==> src/rtl/active_lamps_pkg.sv <==
// Shared mode codes, lamp count and ambient-level breakpoints for the lamp output stage.
package active_lamps_pkg;

  localparam int NLAMPS = 4;

  // One-hot mode codes from the mode decoder
  localparam logic [3:0] MODE_OFF    = 4'b0001;
  localparam logic [3:0] MODE_MANUAL = 4'b0010;
  localparam logic [3:0] MODE_DIM    = 4'b0100;
  localparam logic [3:0] MODE_CHASE  = 4'b1000;

  // Ambient-level breakpoints: each one reached turns off one more lamp.
  // The last one is a single value (15) that turns off every lamp.
  localparam logic [3:0] LVL_BP1 = 4'd4;
  localparam logic [3:0] LVL_BP2 = 4'd8;
  localparam logic [3:0] LVL_BP3 = 4'd12;
  localparam logic [3:0] LVL_BP4 = 4'd15;

endpackage

==> src/rtl/active_lamps_level_dec.sv <==
// Maps the ambient level to a thermometer mask of lamps that may be lit when dimming.
module active_lamps_level_dec
  import active_lamps_pkg::*;
(
  input  logic [3:0] lenght,
  output logic [3:0] level
);

  // Brighter ambient light leaves fewer lamps enabled, always dropping from the top.
  always_comb begin
    level = 4'b0000;
    if (lenght < LVL_BP1)      level = 4'b1111;
    else if (lenght < LVL_BP2) level = 4'b0111;
    else if (lenght < LVL_BP3) level = 4'b0011;
    else if (lenght < LVL_BP4) level = 4'b0001;
    else                       level = 4'b0000;
  end

endmodule

==> src/rtl/active_lamps.sv <==
// Lamp-control output stage: selects the lamp pattern for the current mode and registers it.
module active_lamps
  import active_lamps_pkg::*;
(
  input  logic              clk,
  input  logic              rst_n,
  input  logic [3:0]        tcode,
  input  logic [3:0]        ulight,
  input  logic [3:0]        lenght,
  output logic [NLAMPS-1:0] active_lights
);

  logic [3:0] level;
  logic [7:0] rot_wide;
  logic [3:0] rot;
  logic [3:0] next_lights;

  active_lamps_level_dec u_level_dec (
    .lenght (lenght),
    .level  (level)
  );

  // Rotate left by lenght[1:0]; doubling the pattern lets bit 3 wrap into bit 0.
  always_comb begin
    rot_wide = {ulight, ulight} << lenght[1:0];
    rot      = rot_wide[7:4];
  end

  // Mode mux; a zero or multi-hot code is treated as a fault and blanks the lamps.
  always_comb begin
    next_lights = 4'b0000;
    case (tcode)
      MODE_OFF:    next_lights = 4'b0000;
      MODE_MANUAL: next_lights = ulight;
      MODE_DIM:    next_lights = ulight & level;
      MODE_CHASE:  next_lights = rot;
      default:     next_lights = 4'b0000;
    endcase
  end

  // Output register, cleared immediately by reset.
  always_ff @(posedge clk or negedge rst_n) begin
    if (!rst_n) active_lights <= 4'b0000;
    else        active_lights <= next_lights;
  end

endmodule

==> config.mk <==
export PLATFORM = sky130hd
export DESIGN_NAME = active_lamps
export DESIGN_NICKNAME = d
export VERILOG_FILES = /design/src/rtl/active_lamps_pkg.sv /design/src/rtl/active_lamps_level_dec.sv /design/src/rtl/active_lamps.sv
export SDC_FILE = /design/constraint.sdc
export NUM_CORES = 1
export LEC_CHECK = 0
export BUFFER_PORTS_ARGS = -buffer_cell sky130_fd_sc_hd__buf_2
export CORE_AREA = 2 2 39 41
export DETAILED_ROUTE_END_ITERATION = 7
export DIE_AREA = 0 0 41 43
export HOLD_SLACK_MARGIN = 0.15
export PLACE_DENSITY = 0.57
export SLEW_MARGIN = 20
export SYNTH_ARGS = -nofsm -noshare
export SYNTH_HDL_FRONTEND = slang
export SYNTH_SLANG_ARGS = --single-unit
==> constraint.sdc <==
create_clock -name clk -period 0.8 [get_ports clk]
set_clock_uncertainty 0.15 [all_clocks]
set_input_delay 0.16 -clock clk [delete_from_list [all_inputs] [get_ports clk]]
set_output_delay 0.16 -clock clk [all_outputs]
set_load 0.03 [all_outputs]
==> metrics.md, run 1 <==
| Metric | Value |
|---|---|
| Row count | 14 |
| Tcrit/Tclk final | 130.4% |
| Fin nets | 74 |
| Die width | about 41 um |
| Final core occ | 43.67% |
| Critical Path AT | around 0.73 ns |
| IO Pins | 18 |
| DRC | 0 |
| Pre-CTS WS | -0.4342 ns |
| CTS Buf Count | 3 |
| Worst path top cell family by delay | flip-flops |
| Worst path cell trace | buf_6 |
| Top Registers | active_lights (4) |
| Nature of the critical path endpoint | output port |
| Achievable frequency | 0.9587 GHz |
| Vias in the first global route | 322 |
| M3 GR Usage | about 4.7% |
| Status | complete, but fails checks |
| Initial antenna violation count | 0 |
| Power Total | roughly 0.72 mW |
| Final ANT Viol Nets | 0 |
| Critical path's largest stage delay | 0.36 ns |
| Initial DRC count | 6 |
| Maxcap violations | 0 |
| Static Leak | roughly 0.3 nW |
| Max reg flops | 4 |
| Layout fillers | around 130 |
| Most Crowded Layer GR | met2 |
| Mapped Cells | 32 |
| Buffers & Inverters on Critical Path | 1 |
| Worst VDD drop | around 0.43 mV |
| Post-DP Area | 454.2 um^2 |
| Hold Violations, Final | 0 |
| M1 GR Usage | between 10% and 20% |
| Reg with most FFs | active_lights |
| Total negative slack | -1.587 ns |
| Largest net degree at the start of global routing | 6 |
| Met2 GRT Util | 19.06% |
| Vias per std cell | between 4 and 5 |
| Share of the yosys chip area belonging to registers | ~33% |
| Unique masters post-synth | 18 |
| Fin crit period | around 1.0 ns |
| Via Count | 350 |
| Slowest-stage cell, CP | dfrtp_1 |
| Final WL | 825 um |
| First-pass GRT wire length | 1.297 mm |
| Most frequent cells in the layout | 10 x buf_2, 7 x buf_4, 6 x buf_6 |
| Core area | 0.001384 mm^2 |
| Tot GR Track Use | 11.63% |
| CTS sink cnt | 4 |
| Crit Path Category | register to output port |
| Synth-to-Final Area Change | 96.34% |
| # setup viols final | 8 |
| Final setup margin | -0.2430 ns |
| Htree depth | 1 |
| Longest Clk Path Bufs | 2 |
| WP data required | just under 0.5 ns |
| Avg Cell Area, Syn | ~9.6 um^2 |
| CP Launch Type | register |
| Power density cells | between 1000 and 1500 mW/mm^2 |
| CTS tree | built |
| Most common cell after layout, fill and taps aside | buf_2 |
| HPWL Detailed | ~610 um |
| Layout cells sized above 1 | a little over 70% |
| Layout Cell Area excl Fill | between 600 and 700 um^2 |
| Failing checks | negative setup slack |
| Die area | around 0.0018 mm^2 |
| Pin slew with the least headroom to its limit | approximately 0.26 ns |
| Postcts setup bufs | 0 |
| Drt pass-1 iters | 4 |
| Die Y-Extent | about 43 um |
| Slew headroom | ~82% |
| Final RePlAce weighted congestion | 0.8171 |
| Yosys warning count | 0 |
| Routed WL per cell | roughly 11 um |
| CP max FO | 1 |
| Syn_nets | 46 |
| Worst hold path class | input pin to register |
| Number of hold buffers added after cts | 1 |
| Initial cell density of the core | approximately 22% |
| Clock Pin Slew Worst Setup and Hold Paths | about 0.04 ns |
| Flop and latch count out of synthesis | 4 |
| RSZ-0062 raised after global routing | true |
| Port-buffer cells | 17 |
| Clock root cell | clkbuf_4 |
| N_diodes | 0 |
| Gr ovfl total | 0 |
| Synthesized area | 307.8 um^2 |
| Max-slew violations | 0 |
==> stage by stage <==
stage	cells	hold slack, ns
after floorplan	32	-0.2856
after global placement	70	-0.1845
after detailed placement	70	-0.1832
after CTS	74	0.08289
after global routing	74	0.09957
final	74	0.09378
==> final timing paths <==
path,start,to,slack [ns],depth (start not counted)
max in group asynchronous,rst_n,active_lights[1],0.27,2
min in group asynchronous,rst_n,active_lights[3],0.11,2
setup / recovery,active_lights[3],active_lights[3],-0.24,1
hold / removal,tcode[0],active_lights[1],0.09,3
==> power breakdown <==
part           total [mW]  internal [mW]  leakage [nW]  switching [mW]
Sequential          0.215          0.212        0.0547         0.00347
Combinational       0.256          0.141         0.223           0.115
Clock               0.249          0.168        0.0138          0.0812
Total               0.720          0.520         0.292           0.200
==> per-layer routing <==
metal  wire length (um)  up-vias
met3                 56        4
li1                   -      173
met5                  0        -
met2                452       16
met1                290      157
met4                 25        0
==> synthesized netlist by cell type <==
master | number | share of area, %
mux2i_1 | 4 | 13
nor2_1 | 1 | 1.2
nand3_1 | 1 | 1.6
dfrtp_1 | 4 | 33
mux2_2 | 4 | 15
buf_1 | 1 | 1.2
nor3b_1 | 1 | 2.4
or4b_4 | 1 | 4.5
o21ai_1 | 1 | 1.6
nor4b_1 | 1 | 2.8
o21ai_0 | 2 | 3.3
o22ai_1 | 3 | 6.1
inv_1 | 2 | 2.4
o2111ai_1 | 1 | 2.8
xor2_1 | 1 | 2.8
and2b_2 | 1 | 2.8
nor3_1 | 1 | 1.6
nand2_1 | 2 | 2.4
==> tightest hold or removal path, stage by stage <==
cell and delay [ns]:
buf_6 0.08, or4b_4 0.15, o21ai_2 0.05
==> cell families after synthesis <==
kind of cell           after synthesis  synth area share (%)
AO/OA/AOI/OAI                        7                 13.82
multiplexers                         8                 27.64
flip-flops                           4                 32.52
buffers and inverters                3                 3.658
AND/OR/NAND/NOR                      9                 19.51
XOR/XNOR                             1                 2.846
==> final cells by class <==
class / instances / area (um^2) / area share, %
clock buffers: 3 / 22.52 / 3.727
repair buffers: 24 / 180.2 / 29.81
inverters: 2 / 7.507 / 1.242
well taps: 16 / 20.02 / 3.313
flip-flops and latches: 4 / 100.1 / 16.56
multi-input cells: 25 / 274.0 / 45.34
==> timing repair <==
| item | 4_1_cts | 5_1_grt |
|---|---|---|
| pin swaps | 3 | 2 |
| endpoints found under the setup margin | 8 | 8 |
| gates resized for setup | 18 | 9 |
| hold endpoints to repair | 8 | 8 |
| cloned | 0 | 0 |
No activity file was read; power rests on OpenSTA's default activity.
==> inputs of run 2 (changes only) <==
SYNTH_HIERARCHICAL = 1   (was unset)
==> metrics.md, run 2 <==
| Metric | Value |
|---|---|
| Status | complete, but fails checks (unchanged) |
| Failing checks | negative setup slack (unchanged) |
| Avg Cell Area, Syn | 9.213 um^2 (was 9.619 um^2) |
| Synth cell count leaders | 5 x nand2_1, 4 x a21oi_1, 4 x dfrtp_1, 4 x mux2_2, 4 x mux2i_1 (was 4 x dfrtp_1, 4 x mux2_2, 4 x mux2i_1, 3 x o22ai_1) |
| Nature of the critical path endpoint | output port (unchanged) |
| Syn_nets | 47 (was 46) |
| Largest net degree at the start of global routing | 6 (unchanged) |
| Net Sw Power | 0.1801 mW (was 0.1996 mW) |
| Pre-CTS WS | -0.4279 ns (was -0.4342 ns) |
| Buffers & Inverters on Critical Path | 1 (unchanged) |
| Die Y-Extent | 43 um (unchanged) |
| Worst VDD drop | 0.3006 mV (was 0.4346 mV) |
| DRC | 0 (unchanged) |
| Fin nets | 72 (was 74) |
| Layout Cell Area excl Fill | 541.8 um^2 (was 604.3 um^2) |
| Layout cells sized above 1 | 60.71% (was 70.69%) |
| Power density cells | 1258 mW/mm^2 (was 1191 mW/mm^2) |
| Row count | 14 (unchanged) |
| Longest Clk Path Bufs | 2 (unchanged) |
| CTS Buf Count | 3 (unchanged) |
| Critical path's largest stage delay | 0.36 ns (about the same) |
| Slowest-stage cell, CP | dfrtp_1 (unchanged) |
| Max reg flops | 4 (unchanged) |
| CTS sink cnt | 4 (unchanged) |
| Top FF cell, synth | dfrtp_1 (unchanged) |
| Clock Pin Slew Worst Setup and Hold Paths | 0.04 ns (about the same) |
| First-pass GRT wire length | 1.262 mm (was 1.297 mm) |
| Combinational share of power | 32.8% (was 35.5%) |
| Clock root cell | clkbuf_4 (unchanged) |
| Yosys warning count | 6 (was 0) |
| Vias in the first global route | 354 (was 322) |
| Flop and latch count out of synthesis | 4 (unchanged) |
| IO Pins | 18 (unchanged) |
| Die width | 41 um (unchanged) |
| Static Leak | 0.2663 nW (was 0.2917 nW) |
| Routed WL per cell | 10.42 um (was 11.15 um) |
| WP data required | 0.49 ns (about the same) |
| Tcrit/Tclk final | 129.7% (was 130.4%) |
| Tot GR Track Use | 10.52% (was 11.63%) |
| Post-synth top area cell | dfrtp_1 (unchanged) |
| N_diodes | 0 (unchanged) |
| EDFF count, synth | 0 (unchanged) |
| Hold Violations, Final | 0 (unchanged) |
| Top Registers | active_lights (4) (unchanged) |
| Post-DP Area | 427.9 um^2 (was 454.2 um^2) |
| Worst path top cell family by delay | flip-flops (unchanged) |
| Max-slew violations | 0 (unchanged) |
| Final WL | 750 um (was 825 um) |
| Mapped Cells | 33 (was 32) |
| Pint | 0.5013 mW (was 0.5203 mW) |
| Crit Path Category | register to output port (unchanged) |
| Worst hold path class | input pin to register (unchanged) |
| Clock network power share | 35.6% (was 34.6%) |
| Share of the yosys chip area belonging to registers | 32.92% (was 32.52%) |
| Ranking of synthesized cells by area | dfrtp_1 33%, mux2_2 15%, mux2i_1 13% (unchanged) |
| Critical Path AT | 0.73 ns (about the same) |
| Pin slew with the least headroom to its limit | 0.2395 ns (was 0.2629 ns) |
| Maxcap violations | 0 (unchanged) |
| Area share of the largest cell type after synthesis | 32.92% (was 32.52%) |
| CP max FO | 1 (unchanged) |
| Vias per std cell | 4.708 (was 4.730) |
| Reg with most FFs | active_lights (unchanged) |
| Seq pwr share | 31.6% (was 29.9%) |
| # setup viols final | 8 (unchanged) |
| Unique masters post-synth | 14 (was 18) |
| Synthesized area | 304.0 um^2 (was 307.8 um^2) |
| Initial cell density of the core | 21.97% (was 22.24%) |
| Drt pass-1 iters | 2 (was 4) |
| Slew headroom | 84.00% (was 82.43%) |
| Port-buffer cells | 17 (unchanged) |
| Most common cell after layout, fill and taps aside | buf_2 (unchanged) |
| Min Hold Slack | 0.08378 ns (was 0.09378 ns) |
| Via Count | 339 (was 350) |
| Postcts setup bufs | 0 (unchanged) |
| Die area | 0.001763 mm^2 (unchanged) |
| Synth-to-Final Area Change | 78.19% (was 96.34%) |
| Worst path cell trace | buf_6 (unchanged) |
| Ys async rst share | 100.0% (unchanged) |
| Most frequent cells in the layout | 10 x buf_2, 6 x buf_6, 5 x nand2_1 (was 10 x buf_2, 7 x buf_4, 6 x buf_6) |
| Fin crit period | 1.038 ns (was 1.043 ns) |
| Initial antenna violation count | 0 (unchanged) |
| Most common cell in the netlist | nand2_1 |
| Number of hold buffers added after cts | 1 (unchanged) |
| Final ANT Viol Nets | 0 (unchanged) |
| Switching portion of total power | 26.43% (was 27.73%) |
| Initial DRC count | 2 (was 6) |
| Total negative slack | -1.451 ns (was -1.587 ns) |
| Core area | 0.001384 mm^2 (unchanged) |
| CTS tree | built (unchanged) |
| Gr ovfl total | 0 (unchanged) |
| Final RePlAce weighted congestion | 0.7138 (was 0.8171) |
| CP Launch Type | register (unchanged) |
| Achievable frequency | 0.9638 GHz (was 0.9587 GHz) |
| Htree depth | 1 (unchanged) |
| Final setup margin | -0.2375 ns (was -0.2430 ns) |
| RSZ-0062 raised after global routing | true (unchanged) |
==> run 2: power by group through the flow <==
| stage | clock network (mW) | logic [mW] | registers, mW |
|---|---|---|---|
| after global placement | 0 | 0.171 | 0.215 |
| after CTS | 0.257 | 0.214 | 0.215 |
| final | 0.243 | 0.224 | 0.215 |
| after global routing | 0.268 | 0.243 | 0.216 |
| after floorplan | 0 | 0.0776 | 0.234 |
| after detailed placement | 0 | 0.174 | 0.216 |
==> run 2: cell families after synthesis <==
| kind of cell | after synthesis | share of synthesized area [%] |
|---|---|---|
| AOI/OAI and AO/OA | 8 | 16.87 |
| buffers and inverters | 2 | 2.467 |
| DFF | 4 | 32.92 |
| muxes | 8 | 27.98 |
| and+or+nand+nor | 11 | 19.76 |
==> run 2: per-stage QoR <==
step           utilization, %  instances  total power [mW]
5_1_grt                 39.15         72            0.7264
3_5_place_dp            30.92         68            0.3892
4_1_cts                 38.34         72            0.6854
6_report                39.15         72            0.6814
2_1_floorplan               -         33            0.3113
3_3_place_gp            30.92         68            0.3860
==> run 2: path summary, 6_finish.rpt <==
| kind | startpoint | endpoint | slack, ns | depth (start not counted) |
|---|---|---|---|---|
| setup / recovery | active_lights[1] | active_lights[1] | -0.24 | 1 |
| max in group asynchronous | rst_n | active_lights[0] | 0.27 | 2 |
| min in group asynchronous | rst_n | active_lights[1] | 0.11 | 2 |
| hold / removal | ulight[2] | active_lights[2] | 0.08 | 3 |
==> run 2: layer usage <==
layer / routed length, um / GRT usage, % / up-vias
met1: 260 / 8.307 / 163
met4: 0 / 9.333 / 0
met3: 33 / 1.571 / 0
met2: 457 / 19.38 / 8
met5: 0 / 0 / -
li1: - / - / 168
==> run 2: what timing repair did <==
| item | in CTS | in global routing |
|---|---|---|
| endpoints found under the setup margin | 8 | 8 |
| gates resized for setup | 17 | 3 |
| pin swaps | 1 | 0 |
| gates cloned | 0 | 0 |
| endpoints found under the hold margin | 8 | 8 |
==> run 2: final cells by class <==
type / count / area [um^2]
fillers: 152 / 842.1
repair buffers: 21 / 157.7
inverters: 1 / 3.754
well taps: 16 / 20.02
flip-flops and latches: 4 / 100.1
multi-input cells: 27 / 237.7
clock buffers: 3 / 22.52
==> inputs of run 3 (changes only) <==
BUFFER_PORTS_ARGS = unset   (was -buffer_cell sky130_fd_sc_hd__buf_2)
CORE_AREA = 3 3 40 42   (was 2 2 39 41)
DIE_AREA = 0 0 43 45   (was 0 0 41 43)
DONT_BUFFER_PORTS = 1   (was unset)
PLACE_DENSITY = 0.45   (was 0.57)
==> metrics.md, run 3 (same netlist as run 2, synthesis figures left out) <==
| Metric | Value |
|---|---|
| Worst hold path class | input pin to register (unchanged) |
| Power density cells | 1481 mW/mm^2 (was 1258 mW/mm^2) |
| DRC | 0 (unchanged) |
| Crit Path Category | register to output port (unchanged) |
| CTS tree | built (unchanged) |
| Initial cell density of the core | 23.66% (was 21.97%) |
| HPWL Detailed | between 600 and 700 um |
| N_diodes | 0 (unchanged) |
| First-pass GRT wire length | 1.179 mm (was 1.262 mm) |
| Final ANT Viol Nets | 0 (unchanged) |
| Drt pass-1 iters | 1 (was 2) |
| CTS sink cnt | 4 (unchanged) |
| Largest net degree at the start of global routing | 6 (unchanged) |
| Layout fillers | 141 (was 152) |
| Die Y-Extent | 45 um (was 43 um) |
| Maxcap violations | 0 (unchanged) |
| Final setup margin | -0.2626 ns (was -0.2375 ns) |
| Critical Path AT | 0.75 ns (was 0.73 ns) |
| Row count | 13 (was 14) |
| Nature of the critical path endpoint | output port (unchanged) |
| Static Leak | 0.1592 nW (was 0.2663 nW) |
| Initial antenna violation count | 0 (unchanged) |
| WP data required | 0.49 ns (about the same) |
| # setup viols final | 8 (unchanged) |
| Fin cells | 52 (was 72) |
| Tot GR Track Use | 8.674% (was 10.52%) |
| Total negative slack | -1.028 ns (was -1.451 ns) |
| Worst Hold Depth | 2 (was 3) |
| Via Count | 265 (was 339) |
| Fin crit period | 1.063 ns (was 1.038 ns) |
| RSZ-0062 raised after global routing | true (unchanged) |
| Failing checks | negative hold slack, negative setup slack (was negative setup slack) |
| Clock Pin Slew Worst Setup and Hold Paths | 0.04 ns (about the same) |
| Clock root cell | clkbuf_4 (unchanged) |
| IO Pins | 18 (unchanged) |
| Vias in the first global route | 285 (was 354) |
| Placed insts | 48 (was 68) |
| CP max FO | 1 (unchanged) |
| Routed WL per cell | 14.63 um (was 10.42 um) |
| Vias per std cell | 5.096 (was 4.708) |
| Port-buffer cells | 0 (was 17) |
| Hold_sp | ulight[0] (was ulight[2]) |
| Final WL | 761 um (was 750 um) |
| Achievable frequency | 0.9411 GHz (was 0.9638 GHz) |
| Longest Clk Path Bufs | 2 (unchanged) |
| Final RePlAce weighted congestion | 0.7384 (was 0.7138) |
| Critical path's largest stage delay | 0.38 ns (was 0.36 ns) |
| Reg with most FFs | active_lights (unchanged) |
| Status | complete, but fails checks (unchanged) |
| Pin slew with the least headroom to its limit | 0.2443 ns (was 0.2395 ns) |
| Top Registers | active_lights (4) (unchanged) |
| Worst VDD drop | 0.3686 mV (was 0.3006 mV) |
| Max reg flops | 4 (unchanged) |
| Gr ovfl total | 0 (unchanged) |
| Slowest-stage cell, CP | dfrtp_1 (unchanged) |
| CTS Buf Count | 3 (unchanged) |
| Buffers & Inverters on Critical Path | 1 (unchanged) |
| Final core occ | 30.96% (was 39.15%) |
| Min Hold Slack | -0.04934 ns (was 0.08378 ns) |
| CP Launch Type | register (unchanged) |
| Worst path top cell family by delay | flip-flops (unchanged) |
| Layout cells sized above 1 | 45.95% (was 60.71%) |
| Initial DRC count | 0 (was 2) |
| Hold Violations, Final | 4 (was 0) |
| Max-slew violations | 0 (unchanged) |
| Number of hold buffers added after cts | 1 (unchanged) |
| Tcrit/Tclk final | 132.8% (was 129.7%) |
| Core area | 0.001285 mm^2 (was 0.001384 mm^2) |
| Fin nets | 53 (was 72) |
| Slew headroom | 83.65% (was 84.00%) |
| Most frequent cells in the layout | 5 x nand2_1, 4 x a21oi_1, 4 x mux2_2, 4 x o22ai_2 (was 10 x buf_2, 6 x buf_6, 5 x nand2_1) |
| Die area | 0.001935 mm^2 (was 0.001763 mm^2) |
| Htree depth | 1 (unchanged) |
| Synth-to-Final Area Change | 30.86% (was 78.19%) |
| Die width | 43 um (was 41 um) |
| Hold EP | active_lights[0] (was active_lights[2]) |
| Worst path cell trace | buf_12 (was buf_6) |
| Most common cell after layout, fill and taps aside | nand2_1 (was buf_2) |
-- run 3: changes by cell type in the layout (fill, tap and decap cells not counted), moves of 3 or more --
cell	delta
buf_2	-10
buf_4	-4
buf_6	-6
dfrtp_1	-3
dfrtp_2	+3
mux2_2	+4
mux2_4	-4
-- run 3: metrics by stage --
| step | instance area [um^2] | worst slack (ns) | total power, mW |
|---|---|---|---|
| after floorplan | 304.0 | -0.2382 | 0.3113 |
| after global placement | 339.1 | -0.2985 | 0.3267 |
| after detailed placement | 339.1 | -0.2984 | 0.3286 |
| after CTS | 394.1 | -0.2747 | 0.5968 |
| after global routing | 397.9 | -0.2796 | 0.6203 |
| final | 397.9 | -0.2626 | 0.5893 |
-- run 3: area by class of cell --
cell class	count	area [um^2]	share of cell area [%]
clock buffers	3	22.52	5.660
inverters	1	3.754	0.9434
multi-input cells	27	219.0	55.03
flip-flops and latches	4	103.9	26.10
well taps	15	18.77	4.717
repair buffers	2	30.03	7.547
-- run 3: timing repair --
item	4_1_cts	5_1_grt
buffers inserted	0	0
gates cloned	0	0
pin swaps	0	0
hold endpoints to repair	8	8
gates resized for setup	6	1
endpoints found under the setup margin	8	8
-- run 3: layer usage --
metal	wire length (um)	GRT usage, %
met1	252	7.506
met2	436	15.27
met5	0	0
met4	0	9.036
met3	72	2.789
-- run 3: where the power goes --
| group | leakage (nW) | switching, mW | internal [mW] |
|---|---|---|---|
| Sequential | 0.0499 | 0.0168 | 0.213 |
| Combinational | 0.0955 | 0.0540 | 0.0653 |
| Clock | 0.0138 | 0.0730 | 0.167 |
-- run 3: worst max path at each step --
| stage | from | end | slack (ns) | cells after the start |
|---|---|---|---|---|
| 6_report | active_lights[0] | active_lights[0] | -0.26 | 1 |
| 5_1_grt | active_lights[0] | active_lights[0] | -0.28 | 1 |
| 4_1_cts | active_lights[0] | active_lights[0] | -0.27 | 1 |
| 3_5_place_dp | tcode[1] | active_lights[0] | -0.30 | 2 |
| 3_3_place_gp | tcode[1] | active_lights[0] | -0.30 | 2 |
| 2_1_floorplan | tcode[1] | active_lights[0] | -0.24 | 2 |
